[src/rtl/affine_pipeline_stream_pkg.sv]
// Shared arithmetic helpers for the affine pipeline: range checks and the
// wrap/clip reduction from the widened sum back to the W-bit data width.
package affine_pkg;

  localparam int SAT_WRAP = 0;
  localparam int SAT_CLIP = 1;

  // Widest supported W; the helpers operate on a 2*MAX_W+1 sum so one
  // set of functions serves every stage width up to MAX_W.
  localparam int MAX_W = 32;
  localparam int SUM_W = 2 * MAX_W + 1;

  typedef logic signed [SUM_W-1:0] wide_t;

  function automatic wide_t max_of(input int w);
    return (wide_t'(1) <<< (w - 1)) - wide_t'(1);
  endfunction

  function automatic wide_t min_of(input int w);
    return -(wide_t'(1) <<< (w - 1));
  endfunction

  function automatic logic out_of_range(input wide_t s, input int w);
    return (s > max_of(w)) || (s < min_of(w));
  endfunction

  // Callers truncate the result to w bits; in wrap mode that yields s[w-1:0].
  function automatic wide_t sat_to_w(input wide_t s, input int w, input logic clip);
    if (clip && (s > max_of(w))) return max_of(w);
    if (clip && (s < min_of(w))) return min_of(w);
    return s;
  endfunction

endpackage

[src/rtl/affine_pipeline_stream_if.sv]
// Valid/ready stream bundle for the affine pipeline, input and output sides
// plus the sticky overflow flag.
interface affine_pipeline_stream_if #(
    parameter int W = 16
) ();

    logic                in_valid;
    logic                in_ready;
    logic signed [W-1:0] X;
    logic                out_valid;
    logic                out_ready;
    logic signed [W-1:0] Y;
    logic                ovf;

    modport master (
        output in_valid, X, out_ready,
        input  in_ready, out_valid, Y, ovf
    );

    modport slave (
        input  in_valid, X, out_ready,
        output in_ready, out_valid, Y, ovf
    );

endinterface

[src/rtl/affine_pipeline_stream_stage.sv]
// One registered affine stage: data <= f(src) = src*K + B, wrapped or clipped,
// loaded whenever the advance chain lets this stage move.
module affine_stage
    import affine_pkg::*;
#(
    parameter int                  W   = 16,
    parameter logic signed [W-1:0] K   = '0,
    parameter logic signed [W-1:0] B   = '0,
    parameter int                  SAT = SAT_WRAP
) (
    input  logic                clk,
    input  logic                rst,
    input  logic                adv,
    input  logic                src_valid,
    input  logic signed [W-1:0] src_data,
    output logic                valid,
    output logic signed [W-1:0] data,
    output logic                ovf_pulse
);

    logic signed [2*W-1:0] prod;
    wide_t                 sum;

    assign prod = (2*W)'(src_data) * (2*W)'(K);
    assign sum  = wide_t'(prod) + wide_t'(B);

    // Invalid data may still load the register, so it must never flag overflow.
    assign ovf_pulse = adv & src_valid & out_of_range(sum, W);

    // NOTE: state registers use non-blocking assignments so every stage
    // samples its neighbour's pre-edge value and the shift is race-free.
    always_ff @(posedge clk) begin
        if (rst) begin
            valid <= 1'b0;
            data  <= '0;
        end else if (adv) begin
            valid <= src_valid;
            data  <= W'(sat_to_w(sum, W, SAT == SAT_CLIP));
        end
    end

endmodule

[src/rtl/affine_pipeline_stream.sv]
// N-stage pipelined affine chain with collapsing valid/ready backpressure
// and a sticky overflow flag.
module affine_pipeline_stream
    import affine_pkg::*;
#(
    parameter int                    W       = 16,
    parameter int                    NSTAGES = 2,
    parameter logic [NSTAGES*W-1:0]  K_VEC   = {16'sd2, 16'sd3},
    parameter logic [NSTAGES*W-1:0]  B_VEC   = {16'sd7, 16'sd5},
    parameter int                    SAT     = SAT_WRAP
) (
    input logic                     clk,
    input logic                     rst,
    affine_pipeline_stream_if.slave bus
);

    logic [NSTAGES-1:0]  v;
    logic [NSTAGES-1:0]  adv;
    logic [NSTAGES-1:0]  ovf_pulse;
    logic signed [W-1:0] d [NSTAGES];
    logic                ovf_q;

    // A stage may move when it is empty or everything downstream of it moves,
    // i.e. out_ready is high or some later stage holds a bubble.
    always_comb begin
        logic chain;
        adv   = '0;
        // NOTE: combinational logic uses blocking assignments; the running
        // chain value must update immediately within the loop.
        chain = bus.out_ready;
        for (int i = NSTAGES - 1; i >= 0; i--) begin
            chain  = !v[i] | chain;
            adv[i] = chain;
        end
    end

    for (genvar i = 0; i < NSTAGES; i++) begin : g_stage
        logic                src_valid;
        logic signed [W-1:0] src_data;

        if (i == 0) begin : g_first
            assign src_valid = bus.in_valid;
            assign src_data  = bus.X;
        end else begin : g_next
            assign src_valid = v[i-1];
            assign src_data  = d[i-1];
        end

        affine_stage #(
            .W   (W),
            .K   (K_VEC[i*W +: W]),
            .B   (B_VEC[i*W +: W]),
            .SAT (SAT)
        ) u_stage (
            .clk       (clk),
            .rst       (rst),
            .adv       (adv[i]),
            .src_valid (src_valid),
            .src_data  (src_data),
            .valid     (v[i]),
            .data      (d[i]),
            .ovf_pulse (ovf_pulse[i])
        );
    end

    always_ff @(posedge clk) begin
        if (rst)             ovf_q <= 1'b0;
        else if (|ovf_pulse) ovf_q <= 1'b1;
    end

    assign bus.in_ready  = adv[0];
    assign bus.out_valid = v[NSTAGES-1];
    assign bus.Y         = d[NSTAGES-1];
    assign bus.ovf       = ovf_q;

endmodule
[src/flat_wrapper.sv]
// flat-port wrapper written by rule: the top's interface ports become plain ports
module affine_pipeline_stream_flat import affine_pkg::*;
#(
    parameter int                    W       = 16,
    parameter int                    NSTAGES = 2,
    parameter logic [NSTAGES*W-1:0]  K_VEC   = {16'sd2, 16'sd3},
    parameter logic [NSTAGES*W-1:0]  B_VEC   = {16'sd7, 16'sd5},
    parameter int                    SAT     = SAT_WRAP
)
  (clk, rst, bus_in_valid, bus_X, bus_out_ready, bus_in_ready, bus_out_valid, bus_Y, bus_ovf);
  affine_pipeline_stream_if #(.W(W)) bus_i ();
  input logic clk;
  input logic rst;
  input wire logic [$bits(bus_i.in_valid)-1:0] bus_in_valid;
  input wire logic [$bits(bus_i.X)-1:0] bus_X;
  input wire logic [$bits(bus_i.out_ready)-1:0] bus_out_ready;
  output wire logic [$bits(bus_i.in_ready)-1:0] bus_in_ready;
  output wire logic [$bits(bus_i.out_valid)-1:0] bus_out_valid;
  output wire logic [$bits(bus_i.Y)-1:0] bus_Y;
  output wire logic [$bits(bus_i.ovf)-1:0] bus_ovf;
  assign bus_i.in_valid = bus_in_valid;
  assign bus_i.X = bus_X;
  assign bus_i.out_ready = bus_out_ready;
  assign bus_in_ready = bus_i.in_ready;
  assign bus_out_valid = bus_i.out_valid;
  assign bus_Y = bus_i.Y;
  assign bus_ovf = bus_i.ovf;
  affine_pipeline_stream #(.W(W), .NSTAGES(NSTAGES), .K_VEC(K_VEC), .B_VEC(B_VEC), .SAT(SAT)) u_core (.clk(clk), .rst(rst), .bus(bus_i));
endmodule
[config.mk]
export PLATFORM = sky130hd
export DESIGN_NAME = affine_pipeline_stream_flat
export DESIGN_NICKNAME = d
export VERILOG_FILES = /design/src/rtl/affine_pipeline_stream_pkg.sv /design/src/rtl/affine_pipeline_stream_if.sv /design/src/rtl/affine_pipeline_stream_stage.sv /design/src/rtl/affine_pipeline_stream.sv /design/src/flat_wrapper.sv
export SDC_FILE = /design/constraint.sdc
export NUM_CORES = 1
export LEC_CHECK = 0
export ABC_AREA = 1
export CAP_MARGIN = 15
export CORE_ASPECT_RATIO = 0.75
export CORE_MARGIN = 2
export CORE_UTILIZATION = 50
export DETAILED_ROUTE_END_ITERATION = 10
export PLACE_DENSITY = 0.79
export SLEW_MARGIN = 15
export SYNTH_ARGS = -nofsm -noshare
export SYNTH_HDL_FRONTEND = slang
export SYNTH_SLANG_ARGS = --single-unit
[constraint.sdc]
create_clock -name clk -period 3.04 [get_ports clk]
set_input_delay 0.608 -clock clk [delete_from_list [all_inputs] [get_ports clk]]
set_output_delay 0.608 -clock clk [all_outputs]
set_load 0.03 [all_outputs]
==> results of run 1 <==
==> cell families after synthesis <==
| logic type | share of synthesized area |
|---|---|
| AOI/OAI and AO/OA | 0.158 |
| buffers and inverters | 0.0865 |
| adders and majority gates | 0.212 |
| xor gates and xnor gates | 0.0565 |
| DFF | 0.240 |
| and+or+nand+nor | 0.246 |
==> layout make-up <==
| cell class | count | area (um^2) | area share |
|---|---|---|---|
| Timing Repair Buffer | 77 | 671 | 0.173 |
| Sequential cell | 35 | 701 | 0.181 |
| Clock buffer | 8 | 100 | 0.0259 |
| Inverter | 57 | 214 | 0.0553 |
| Tap cell | 78 | 97.6 | 0.0252 |
| Multi-Input combinational cell | 318 | 2090 | 0.539 |
==> per-stage QoR <==
stage                     power (mW)  hold slack (ns)  setup WS (ns)  instances  area (um^2)
after floorplan                 1.05            0.456          0.435        419         2920
after global placement          1.32            0.459         -0.122        565         3650
after detailed placement        1.33            0.465         -0.193        565         3650
after CTS                       1.70            0.484         0.0978        573         3750
after global routing            1.88            0.539        -0.0202        573         3870
final                           1.75            0.493          0.165        573         3870
==> critical path: cells and delay by family <==
kind | cells | cell delay, ns
adders and majority gates | 3 | 0.87
buffers and inverters | 2 | 0.54
and+or+nand+nor | 12 | 1.05
==> repair_timing <==
action	4_1_cts	5_1_grt
hold endpoints to repair	0	0
setup buffers	0	0
resized for setup	0	16
endpoints found under the setup margin	0	2
==> metal layers <==
metal / global-route usage / part of all wire / vias to the layer above
li1: - / - / 1530
met1: 0.280 / 0.48 / 1286
met2: 0.337 / 0.46 / 67
met3: 0.0367 / 0.049 / 11
met4: 0.0481 / 0.011 / 0
met5: 0 / 0 / -
==> path summary, 6_finish.rpt <==
check,depth (start not counted),endpoint,slack (ns)
worst max-delay path,17,u_core.bus.ovf$_SDFFE_PP0P_,0.17
worst max register to register,16,u_core.bus.ovf$_SDFFE_PP0P_,0.86
worst min-delay path,2,u_core.g_stage[1].u_stage.data[0]$_SDFFE_PP0P_,0.49
worst min register to register,2,u_core.g_stage[1].u_stage.data[0]$_SDFFE_PP0P_,0.49
==> state kept, by name, indices dropped and copies added, names as in the netlist <==
name and count:
u_core.bus.ovf 1, u_core.g_stage.u_stage.data 32, u_core.g_stage.u_stage.valid 2
==> cells in the final DEF (no fill, tap or decap), drive strengths merged <==
| cell | netlist | final |
|---|---|---|
| nand3b | 2 | 2 |
| dfxtp | 35 | 35 |
| and3 | 1 | 1 |
| xnor2 | 9 | 9 |
| ha | 48 | 48 |
| o211ai | 12 | 12 |
| a21o | 3 | 3 |
| xor2 | 9 | 9 |
| clkdlybuf4s50 | 0 | 37 |
| a211oi | 1 | 1 |
| fa | 1 | 1 |
| a21oi | 34 | 34 |
| nand3 | 25 | 25 |
| nor2 | 40 | 40 |
| a31oi | 1 | 1 |
| o21bai | 3 | 3 |
| nand2 | 96 | 96 |
| nand4 | 2 | 2 |
| buf | 2 | 40 |
| o21ai | 28 | 28 |
| nor3 | 3 | 3 |
| clkbuf | 7 | 8 |
| inv | 57 | 57 |
==> where the power goes <==
part / total [mW] / switching [mW] / internal (mW)
clock: 0.366 / 0.159 / 0.207
sequential: 0.593 / 0.0650 / 0.528
combinational: 0.788 / 0.411 / 0.378
total: 1.75 / 0.635 / 1.11
==> impl_metrics.csv, run 1 <==
group,metric,value,unit
run_status,status,"complete, no violations",
synth,synth_enable_flop_cells,0,
sta,finalHoldViolCount,0,
critical_path,crit_start,"bus_X[7]",
final_layout,antenna_cells,0,
synth,synth_cell_types,31,
clock_tree,cts_max_level,2,
critical_path,max_stage_delay,0.51,ns
synth,synth_area_leaders,"dfxtp_1 24%, ha_1 21%, nand2_1 12%, inv_1 7.2%, a21oi_1 5.7%",
placement,gp_congestion,0.878,
power_and_ir_drop,p_per_area,451,nW/um^2
sta,post-route-min-period,2.87,ns
sta,maxSlewViolCount,0,
synth,ys_warn_count,0,
die,die_area,6480,um^2
critical_path,cp.required,3.23,ns
final_layout,final_core_util,0.675,
synth,netlist_area,2920,um^2
clock_tree,cts_hold_buf,0,
clock_tree,cts_tree,"yes",
drt,final_antenna_net_count,0,
critical_path,path_class,"in2reg",
flow_run,cap_violations,0,
critical_path,reg2reg_from,"u_core.g_stage[0].u_stage.data[0]$_SDFFE_PP0N_",
clock_tree,clk_latency,0.29,ns
critical_path,path_max_fanout,4,
drt,route.detailed.wl_per_inst,11.2,um
drt,drtPass1Iterations,5,
critical_path,startpoint_type,"input port",
critical_path,cp_slowest_cell,"clkdlybuf4s50_1",
critical_path,crit_chain,"clkdlybuf4s50_1, ha_1, ha_1, ha_1, nand2_1, nor2_1, nand3_1, nand2_1, nand3_1, nand2_1, nand2_1, nand2_1, nand3_1, nand3_1, nand3_1, nand2_1, inv_1",
die,num_rows,24,
sta,fin_worst_skew,0.00436,ns
grt,grt_max_degree,30,
power_and_ir_drop,ir_drop,0.313,mV
die,die_w,92.3,um
sta,setup_viol,0,
final_layout,nFillCells,487,
clock_tree,clk_pin_slew_worst_paths,0.07,ns
clock_tree,clock_path_buffers,2,
die,die_y,70.2,um
synth,async_flop_share,0,
final_layout,drive_above_1_share,0.154,
grt,grt_util_all_layers,0.205,
critical_path,cp.arrival,3.07,ns
clock_tree,cts_buffers,5,
drt,wl,6420,um
clock_tree,root_buffer,"clkbuf_8",
placement,dp_hpwl,4980,um
final_layout,layout.nets,563,
synth,yosysTopAreaCell,"dfxtp_1",
power_and_ir_drop,leakage,1.93,nW
min_path,hold_path_class,"reg2reg",
synth,avgSynthCellArea,6.97,um^2
synth,synth.most_common_cell,"nand2_1",
die,ioPinCount,39,
grt,grt_antenna_before_repair,0,
critical_path,endpoint_kind,"flip-flop",
grt,grt_pass1_wl,11200,um
sta,setup_tns,0,ns
critical_path,crit_top_cell,"nand2_1",
drt,vias,2894,
synth,syn_nets,488,
synth,synth_common_cells,"93 x nand2_1, 56 x inv_1, 48 x ha_1",
sta,worst_slew_pin_slew,0.498,ns
drt,viasPerCell,5.05,
synth,synth_cells,419,
drt,drt_iter0_drc,157,
final_layout,area_growth_syn_to_layout,32.5,%
sta,post-route-period-util,0.946,
min_path,min-delay-start,"u_core.g_stage[1].u_stage.data[0]$_SDFFE_PP0P_",
synth,synth_seq_area_share,0.240,
sta,relSlewSlack,0.668,
synth,synth_ff_type,"dfxtp_1",
placement,io_buffer_count,38,
grt,grt_pass1_vias,2723,
drt,drc,0,
die,start_util,0.509,
clock_tree,clkSinkCount,35,
synth,yosys.area.top_type_share,0.240,
die,core_area,5740,um^2
sta,timing.fmax,0.348,GHz
grt,grt_overflow_total,0,
synth,synth.ff_latch_count,35,
Note: power is estimated with default switching activity, not from simulation.
==> inputs of run 2 (changes only) <==
CORE_UTILIZATION = 45   (was 50)
PLACE_DENSITY = 0.72   (was 0.79)
SLEW_MARGIN = unset   (was 15)
==> impl_metrics.csv, run 2 (synthesis results as in run 1) <==
group,metric,value,unit
final_layout,largest_reg_flops,32,
grt,grt_pass1_wl,11800,um
grt,grt_util_all_layers,0.196,
critical_path,cp.arrival,3.08,ns
die,die_w,97.0,um
power_and_ir_drop,leakage,1.94,nW
power_and_ir_drop,seq_power_share,0.337,
min_path,hold_path_class,"reg2reg",
critical_path,cp_slowest_cell,"fa_1",
placement,gp_congestion,0.869,
critical_path,max_stage_delay,0.53,ns
die,die_y,73.8,um
sta,worst_slew_pin_slew,0.403,ns
power_and_ir_drop,ir_drop,0.240,mV
placement,io_buffer_count,38,
critical_path,crit_family,"adder cells",
drt,vias,2888,
grt,grt_pass1_vias,2720,
drt,wl_met3,299,um
final_layout,area_growth_syn_to_layout,33.4,%
drt,drc,0,
final_layout,final_core_util,0.620,
placement,dpl_cell_area,3650,um^2
min_path,min-delay-start,"u_core.g_stage[1].u_stage.data[0]$_SDFFE_PP0P_",
die,die_area,7160,um^2
drt,highest_layer,"met4",
drt,route.detailed.wl_per_inst,11.9,um
drt,met1_length,3370,um
sta,relSlewSlack,0.731,
sta,finalHoldViolCount,0,
die,ioPinCount,39,
min_path,hold_path_depth,2,
grt,grt_max_degree,30,
clock_tree,cts_buffers,5,
sta,whs,0.494,ns
drt,dr_wl_met2,3150,um
critical_path,critPathBufInv,2,
final_layout,drive_above_1_share,0.161,
clock_tree,clk_pin_slew_worst_paths,0.07,ns
critical_path,path_class,"in2reg",
power_and_ir_drop,p_per_area,454,nW/um^2
sta,post-route-min-period,2.89,ns
drt,final_antenna_net_count,0,
critical_path,crit_top_cell,"nand2_1",
die,num_rows,25,
final_layout,layout.nets,564,
die,start_util,0.465,
grt,grt_overflow_total,0,
sta,post-route-period-util,0.951,
clock_tree,cts_tree,"yes",
placement,place_ws,-0.226,ns
critical_path,startpoint_type,"input port",
sta,timing.fmax,0.346,GHz
final_layout,nFillCells,578,
sta,fin_worst_skew,0.00502,ns
power_and_ir_drop,p_sw,0.657,mW
drt,drtPass1Iterations,4,
critical_path,endpoint_kind,"flip-flop",
placement,dp_hpwl,5320,um
critical_path,cp.required,3.23,ns
critical_path,crit_chain,"clkdlybuf4s50_1, ha_2, fa_1, ha_4, nand2_1, nor2_2, and3_1, nand2_1, nand3_1, nand2_1, nor2_1, nand2_1, nand3_1, nand3_1, nand2_1, inv_1",
power_and_ir_drop,comb_power_share,0.451,
final_layout,largest_register,"u_core.g_stage.u_stage.data",
min_path,whs_endpoint,"u_core.g_stage[1].u_stage.data[0]$_SDFFE_PP0P_",
run_status,status,"complete, no violations",
critical_path,ff2ff_path_depth,16,
final_layout,antenna_cells,0,
critical_path,path_max_fanout,4,
power_and_ir_drop,p_sw_frac,0.371,
flow_run,cap_violations,0,
power_and_ir_drop,clockPowerShare,0.212,
final_layout,layout_common_cells,"93 x nand2_1, 56 x inv_1, 41 x buf_4, 40 x ha_1, 36 x clkdlybuf4s50_1",
critical_path,r2r_slack,0.93,ns
final_layout,final_area,3900,um^2
drt,wl,6890,um
clock_tree,clock_path_buffers,2,
clock_tree,root_buffer,"clkbuf_8",
grt,grt_antenna_before_repair,0,
sta,setup_viol,0,
drt,drt_iter0_drc,98,
power_and_ir_drop,p_int,1.11,mW
sta,maxSlewViolCount,0,
clock_tree,clk_latency,0.28,ns
final_layout,final_common_cell,"nand2_1",
clock_tree,clkSinkCount,35,
critical_path,crit_cells,16,
critical_path,timing.rr.end,"u_core.bus.ovf$_SDFFE_PP0P_",
power_and_ir_drop,p_total,1.77,mW
critical_path,reg2reg_from,"u_core.g_stage[0].u_stage.data[0]$_SDFFE_PP0N_",
clock_tree,cts_max_level,2,
die,core_area,6290,um^2
sta,layout_setup_ws,0.150,ns
drt,viasPerCell,5.01,
==> run 2: power by group through the flow <==
stage,registers (mW),logic (mW),clock network [mW]
3_5_place_dp,0.605,0.739,0
6_report,0.597,0.799,0.376
4_1_cts,0.595,0.743,0.385
2_1_floorplan,0.643,0.406,0
5_1_grt,0.605,0.895,0.401
3_3_place_gp,0.602,0.723,0
==> run 2: worst register-to-register path: stages (launching register included) <==
cell     delay, ns
dfxtp_1       0.42
inv_1         0.14
ha_1          0.30
nor2_4        0.16
nand3_2       0.12
nor2_2        0.13
nand2_2       0.09
nor2_1        0.10
nand2_1       0.08
nand2_2       0.10
nand2_1       0.06
inv_1         0.06
nand2_1       0.05
nand2_1       0.07
nand3_1       0.07
nand2_1       0.06
inv_1         0.03
==> run 2: stage by stage <==
stage	TNS, ns	instances
2_1_floorplan	0	419
3_3_place_gp	-0.598	567
3_5_place_dp	-0.889	567
4_1_cts	0	575
5_1_grt	-0.0176	577
6_report	0	577
==> run 2: what timing repair did <==
| item | 4_1_cts | 5_1_grt |
|---|---|---|
| buffers inserted | 0 | 2 |
| hold buffers | 0 | 0 |
| resized for setup | 0 | 21 |
| endpoints found under the setup margin | 0 | 4 |
==> run 2: per-layer routing <==
layer,GRT usage,vias to the layer above
met3,0.0390,10
met1,0.260,1282
met2,0.340,73
met5,0,-
li1,-,1523
met4,0.0297,0
==> run 2: final cells by class <==
type                            instances  area [um^2]  share of cell area
Clock buffer                            7         96.3              0.0247
Multi-Input combinational cell        318         2100               0.538
Timing Repair Buffer                   78          681               0.175
Sequential cell                        35          701               0.180
Inverter                               57          214              0.0549
Tap cell                               81          101              0.0260
Clock inverter                          1         7.51             0.00193
==> run 2: how the worst max path moves through the flow <==
| stage | start | endpoint |
|---|---|---|
| floorplan | bus_X[13] | u_core.bus.ovf$_SDFFE_PP0P_ |
| global placement | bus_X[13] | u_core.bus.ovf$_SDFFE_PP0P_ |
| detailed placement | bus_X[13] | u_core.bus.ovf$_SDFFE_PP0P_ |
| CTS | bus_X[13] | u_core.bus.ovf$_SDFFE_PP0P_ |
| global route | bus_X[10] | u_core.bus.ovf$_SDFFE_PP0P_ |
| finish | bus_X[13] | u_core.bus.ovf$_SDFFE_PP0P_ |
